==> config.mk <==
export PLATFORM = sky130hd
export DESIGN_NAME = cskip_pipe_adder
export DESIGN_NICKNAME = d
export VERILOG_FILES = /design/src/rtl/cskip_pipe_adder.sv
export SDC_FILE = /design/constraint.sdc
export NUM_CORES = 1
export LEC_CHECK = 0
export BUFFER_PORTS_ARGS = -buffer_cell sky130_fd_sc_hd__buf_2
export CORE_MARGIN = 2
export CORE_UTILIZATION = 55
export DETAILED_ROUTE_END_ITERATION = 16
export GPL_ROUTABILITY_DRIVEN = 0
export PLACE_DENSITY = 0.84
export SYNTH_ARGS = -nofsm -noshare
export SYNTH_HDL_FRONTEND = slang
export SYNTH_SLANG_ARGS = --single-unit
==> constraint.sdc <==
create_clock -name clk -period 5.4 [get_ports clk]
set_input_delay 1.08 -clock clk [delete_from_list [all_inputs] [get_ports clk]]
set_output_delay 1.08 -clock clk [all_outputs]
set_load 0.01 [all_outputs]
==> src/rtl/cskip_pipe_adder.sv <==
// cskip_pipe_adder: pipelined carry-skip adder with valid/ready stream; define CSKIP_OVF_EN to add the ovf port
module cskip_pipe_adder #(
  parameter int WIDTH = 32,
  parameter int BLK   = 4,
  parameter int BPS   = 2
) (
  input  logic             clk,
  input  logic             rst_n,
  input  logic             in_valid,
  output logic             in_ready,
  input  logic [WIDTH-1:0] a,
  input  logic [WIDTH-1:0] b,
  input  logic             cin,
  output logic             out_valid,
  input  logic             out_ready,
  output logic [WIDTH-1:0] sum,
  output logic             cout
`ifdef CSKIP_OVF_EN
  ,
  output logic             ovf
`endif
);
  localparam int SW   = BLK * BPS;
  localparam int NSTG = WIDTH / SW;
  localparam int NOPS = (NSTG > 1) ? NSTG - 1 : 1;

  function automatic logic [SW:0] stage_add(input logic [SW-1:0] x, input logic [SW-1:0] y, input logic ci);
    logic [SW-1:0] s;
    logic          c;
    logic          r;
    s = '0;
    c = ci;
    for (int j = 0; j < BPS; j++) begin
      r = c;
      for (int i = 0; i < BLK; i++) begin
        s[j*BLK+i] = x[j*BLK+i] ^ y[j*BLK+i] ^ r;
        r = (x[j*BLK+i] & y[j*BLK+i]) | (r & (x[j*BLK+i] ^ y[j*BLK+i]));
      end
      c = (&(x[j*BLK +: BLK] ^ y[j*BLK +: BLK])) ? c : r;
    end
    return {c, s};
  endfunction

  logic [NSTG-1:0]  w_rdy;
  logic             r_v   [NSTG];
  logic             r_c   [NSTG];
  logic [WIDTH-1:0] r_s   [NSTG];
  logic [WIDTH-1:0] r_a   [NOPS];
  logic [WIDTH-1:0] r_b   [NOPS];
  logic [WIDTH-1:0] w_a   [NSTG];
  logic [WIDTH-1:0] w_b   [NSTG];
  logic [WIDTH-1:0] w_sin [NSTG];
  logic             w_ci  [NSTG];
  logic             w_vin [NSTG];
  logic [SW:0]      w_add [NSTG];

  // Ready ripples back from the consumer so a full pipe can accept while draining
  always_comb begin : ready_chain
    logic w_up;
    w_rdy = '0;
    w_up  = out_ready;
    for (int k = NSTG - 1; k >= 0; k--) begin
      w_rdy[k] = !r_v[k] | w_up;
      w_up     = w_rdy[k];
    end
  end

  for (genvar k = 0; k < NSTG; k++) begin : g_stg
    if (k == 0) begin : g_src
      assign w_a[k]   = a;
      assign w_b[k]   = b;
      assign w_ci[k]  = cin;
      assign w_vin[k] = in_valid;
      assign w_sin[k] = '0;
    end else begin : g_src
      assign w_a[k]   = r_a[k-1];
      assign w_b[k]   = r_b[k-1];
      assign w_ci[k]  = r_c[k-1];
      assign w_vin[k] = r_v[k-1];
      assign w_sin[k] = r_s[k-1];
    end
    assign w_add[k] = stage_add(w_a[k][SW-1:0], w_b[k][SW-1:0], w_ci[k]);
    always_ff @(posedge clk or negedge rst_n) begin
      if (!rst_n) begin
        r_v[k] <= 1'b0;
        r_c[k] <= 1'b0;
        r_s[k] <= '0;
      end else if (w_rdy[k]) begin
        r_v[k] <= w_vin[k];
        r_c[k] <= w_add[k][SW];
        r_s[k] <= w_sin[k] | (WIDTH'(w_add[k][SW-1:0]) << (k * SW));
      end
    end
    // Remaining operand bits are kept right-aligned so every stage adds its low SW bits
    if (k < NSTG - 1) begin : g_ops
      always_ff @(posedge clk) begin
        if (w_rdy[k]) begin
          r_a[k] <= w_a[k] >> SW;
          r_b[k] <= w_b[k] >> SW;
        end
      end
    end
  end

`ifdef CSKIP_OVF_EN
  logic r_ovf;
  always_ff @(posedge clk or negedge rst_n) begin
    if (!rst_n) r_ovf <= 1'b0;
    else if (w_rdy[NSTG-1]) r_ovf <= (w_a[NSTG-1][SW-1] == w_b[NSTG-1][SW-1]) & (w_add[NSTG-1][SW-1] != w_a[NSTG-1][SW-1]);
  end
  assign ovf = r_ovf;
`endif

  assign in_ready  = w_rdy[0];
  assign out_valid = r_v[NSTG-1];
  assign sum       = r_s[NSTG-1];
  assign cout      = r_c[NSTG-1];
endmodule

==> results.json <==
{
  "crit_fanout": 2,
  "floorplan.rows": 43,
  "tritoncts": "built",
  "ant_nets": 0,
  "setup_viol_count_final": 0,
  "synthesized_area_divided_by_synthesized_cell_count_um2": 17.5,
  "fmax_mhz": 219,
  "timing.critical_path.to_type": "flip-flop",
  "area_growth_syn_to_layout_pct": 13.3,
  "groute.usage.overall_pct": 16.7,
  "worst_skew_pair.late_latency_ns": 0.43,
  "path_clk_slew_ns": 0.07,
  "power.density_cell_area_nw_per_um2": 449,
  "rsz0062_at_grt": "false",
  "die_h_um": 122,
  "critPathKind": "reg2reg",
  "dieArea_um2": 14900,
  "synth.largest_area_cell": "sky130_fd_sc_hd__edfxtp_1",
  "cts.repair.resized": 0,
  "cts-buffers-inserted": 17,
  "hp-class": "reg2reg",
  "buffers_from_clock_root_to_sink_at_most": 2,
  "grt_pass1_wl_um": 18300,
  "placeableCoreArea_um2": 13800,
  "critical_path_s_largest_stage_delay_ns": 0.47,
  "post_synth_num_cell_types": 22,
  "dpl.hpwl_um": 7560,
  "postSynthNetCount": 572,
  "period_minus_slack_ns": 4.56,
  "ctsHoldBuffers": 0,
  "post-route-drc-count": 0,
  "num_vias": 3498,
  "yosysSeqAreaShare_pct": 66.3,
  "fin_crit_sh_pct": 84.5,
  "worst_ir_drop_vdd_uv": 240,
  "status": "complete, no violations",
  "first_pass_iters": 4,
  "detail_route.vias_per_cell": 4.89,
  "ctsHtreeMaxLevel": 4,
  "number_of_max_capacitance_violations_reported": 0,
  "fin_nets": 655,
  "maxSlewViolCount": 0,
  "count_of_flip_flops_with_a_built_in_enable_after_synthesis": 96,
  "post_cts_buffers": 0,
  "critical_path.most_common_cell": "sky130_fd_sc_hd__fa_1",
  "clk_sink_count": 184,
  "die_x_um": 122,
  "antenna_found_initial": 0,
  "drt_iter0_markers": 157,
  "n_fill_cell": 1031,
  "detail_route.wirelength_um": 11000,
  "postSynthRegisterBits": 184,
  "synth_common_cells": "sky130_fd_sc_hd__edfxtp_1 (96), sky130_fd_sc_hd__dfrtp_1 (88), sky130_fd_sc_hd__mux2_2 (39)",
  "critical_path_startpoint_category": "flip-flop",
  "cp_cell_sequence": "inv_1 -> fa_1 -> inv_1 -> fa_1 -> fa_1 -> fa_1 -> mux2_2 -> fa_1 -> fa_1 -> fa_1 -> inv_1 -> fa_1 -> nand2_1 -> o211ai_1 -> o21ai_0",
  "slowest_stage": "sky130_fd_sc_hd__fa_1",
  "yosysTopAreaCellShare_pct": 37.6,
  "cell_area_after_synthesis_um2": 7670,
  "drive_gt1_share_pct": 34.6,
  "timing.final.hold_violations": 0,
  "number_of_global_route_vias_before_repair": 3759,
  "design.portCount": 104,
  "dominantRegCellSynth": "sky130_fd_sc_hd__edfxtp_1",
  "timing.hold.ws_ns": 0.419,
  "synth_cells": 439,
  "clk_root_buffer_cell": "sky130_fd_sc_hd__clkbuf_16",
  "required_ns": 5.65,
  "synth_area_leaders": "sky130_fd_sc_hd__edfxtp_1 (38%), sky130_fd_sc_hd__dfrtp_1 (29%), sky130_fd_sc_hd__fa_1 (8.4%)",
  "floorplan.initialDensity_pct": 55.7,
  "worst-endpoint-arrival_ns": 4.81,
  "leading_cell_type_by_number_of_instances_after_synthesis": "sky130_fd_sc_hd__edfxtp_1",
  "route.detailed.wl_per_inst_um": 15.4,
  "io_buffer_count": 103,
  "worst_slew_margin_rel_pct": 28.5,
  "diodes_inserted": 0,
  "total_leakage_power_nw": 3.75,
  "tightest_slew_ns": 1.07,
  "asyncSetResetFlopFracSynth_pct": 47.8,
  "grt_remaining_overflow": 0,
  "number_of_warning_messages_in_the_yosys_log": 0,
  "grt_max_degree": 89,
  "clock_skew_ns": 0.00757,
  "final_layout_setup_total_negative_slack_ns": 0
}
## layer usage
metal / vias to the layer above / share of wire [%] / global-route usage (%) / wire length (um)
met1: 1756 / 39 / 19.5 / 4320
met4: 0 / 1.9 / 6.54 / 210
met5: - / 0 / 0 / 0
met2: 70 / 54 / 27.9 / 5940
met3: 20 / 5.0 / 6.37 / 554
li1: 1652 / - / - / -
## state kept, by name, indices dropped and copies added, names as in the netlist
name       count
cout           1
out_valid      1
r_a           48
r_b           48
r_c            3
r_s           48
r_v            3
sum           32
## critical path, delay by kind of cell (launching register included)
family / cells / cell delay, ns
flip-flops: 1 / 0.37
adder cells (fa/ha/maj): 8 / 3.06
AND/OR/NAND/NOR: 1 / 0.05
buffers and inverters: 3 / 0.25
multiplexers: 1 / 0.31
AO/OA/AOI/OAI: 2 / 0.34
## kinds of logic after synthesis
| family | share of synthesized area (%) |
|---|---|
| flops | 66.3 |
| mux | 11.3 |
| buf+inv | 5.35 |
| fa+ha+maj | 13.6 |
| simple gates | 2.25 |
| compound gates | 1.14 |
## cell type report
class                   count  area [um2]  area share (%)
clock buffers              19         443            5.10
clock inverters            13         111            1.28
inverters                  28         105            1.21
multi-input cells         185        2170            25.0
flip-flops and latches    184        5080            58.6
well taps                 180         225            2.59
repair buffers            106         541            6.22
## stage by stage
stage                     power (W)  cells  worst slack [ns]  cell area (um2)  utilization [%]
after global routing        0.00414    715             0.589             8680             63.0
final                       0.00390    715             0.835             8680             63.0
after global placement      0.00274    683             0.753             8130             59.0
after CTS                   0.00396    715             0.772             8680             63.0
after detailed placement    0.00280    683             0.622             8130             59.0
after floorplan             0.00264    439             0.919             7670                -
## cell usage in the layout (no fill, tap or decap)
cell / synthesis / final
sky130_fd_sc_hd__edfxtp_1: 96 / 96
sky130_fd_sc_hd__clkinvlp_4: 0 / 2
sky130_fd_sc_hd__o21ai_0: 6 / 6
sky130_fd_sc_hd__o211ai_1: 3 / 3
sky130_fd_sc_hd__inv_6: 0 / 4
sky130_fd_sc_hd__fa_1: 32 / 32
sky130_fd_sc_hd__buf_2: 4 / 102
sky130_fd_sc_hd__inv_1: 28 / 28
sky130_fd_sc_hd__clkbuf_16: 0 / 17
sky130_fd_sc_hd__clkinv_4: 0 / 2
sky130_fd_sc_hd__nand4_4: 1 / 1
sky130_fd_sc_hd__mux2_1: 32 / 32
sky130_fd_sc_hd__nand2b_1: 3 / 3
sky130_fd_sc_hd__ha_1: 32 / 32
sky130_fd_sc_hd__dfrtp_1: 88 / 88
sky130_fd_sc_hd__clkbuf_8: 0 / 1
sky130_fd_sc_hd__mux2_4: 4 / 4
sky130_fd_sc_hd__nand4_1: 8 / 8
sky130_fd_sc_hd__clkbuf_1: 0 / 1
sky130_fd_sc_hd__nand2_1: 8 / 7
sky130_fd_sc_hd__nand2_2: 0 / 1
sky130_fd_sc_hd__clkinv_2: 0 / 2
sky130_fd_sc_hd__nor2b_4: 1 / 1
sky130_fd_sc_hd__mux2_2: 39 / 39
sky130_fd_sc_hd__a21oi_1: 7 / 7
sky130_fd_sc_hd__nand3_2: 1 / 1
sky130_fd_sc_hd__or2_2: 1 / 1
sky130_fd_sc_hd__inv_8: 0 / 3
sky130_fd_sc_hd__mux2i_1: 1 / 1
sky130_fd_sc_hd__buf_4: 38 / 4
sky130_fd_sc_hd__nor2_1: 6 / 6
## final timing paths
| path | startpoint | slack (ns) | endpoint | cells past startpoint |
|---|---|---|---|---|
| setup / recovery | r_c[2]$_DFFE_PN0P_ | 0.84 | r_c[1]$_DFFE_PN0P_ | 15 |
| hold / removal | r_a[0][38]$_DFFE_PP_ | 0.42 | r_a[0][54]$_DFFE_PP_ | 0 |
| setup reg to reg | r_c[2]$_DFFE_PN0P_ | 0.84 | r_c[1]$_DFFE_PN0P_ | 15 |
| hold reg to reg | r_a[0][38]$_DFFE_PP_ | 0.42 | r_a[0][54]$_DFFE_PP_ | 0 |
| max in group asynchronous | rst_n | 3.86 | r_v[1]$_DFFE_PN0P_ | 1 |
| min in group asynchronous | rst_n | 0.84 | r_s[41]$_DFFE_PN0P_ | 1 |
## where the power goes
group	total (W)	switching [W]	internal, W
sequential	0.00203	0.000175	0.00185
clock	0.00115	0.000531	0.000615
combinational	0.000728	0.000356	0.000372
total	0.00390	0.00106	0.00284
(Power assumes the default switching activity.)
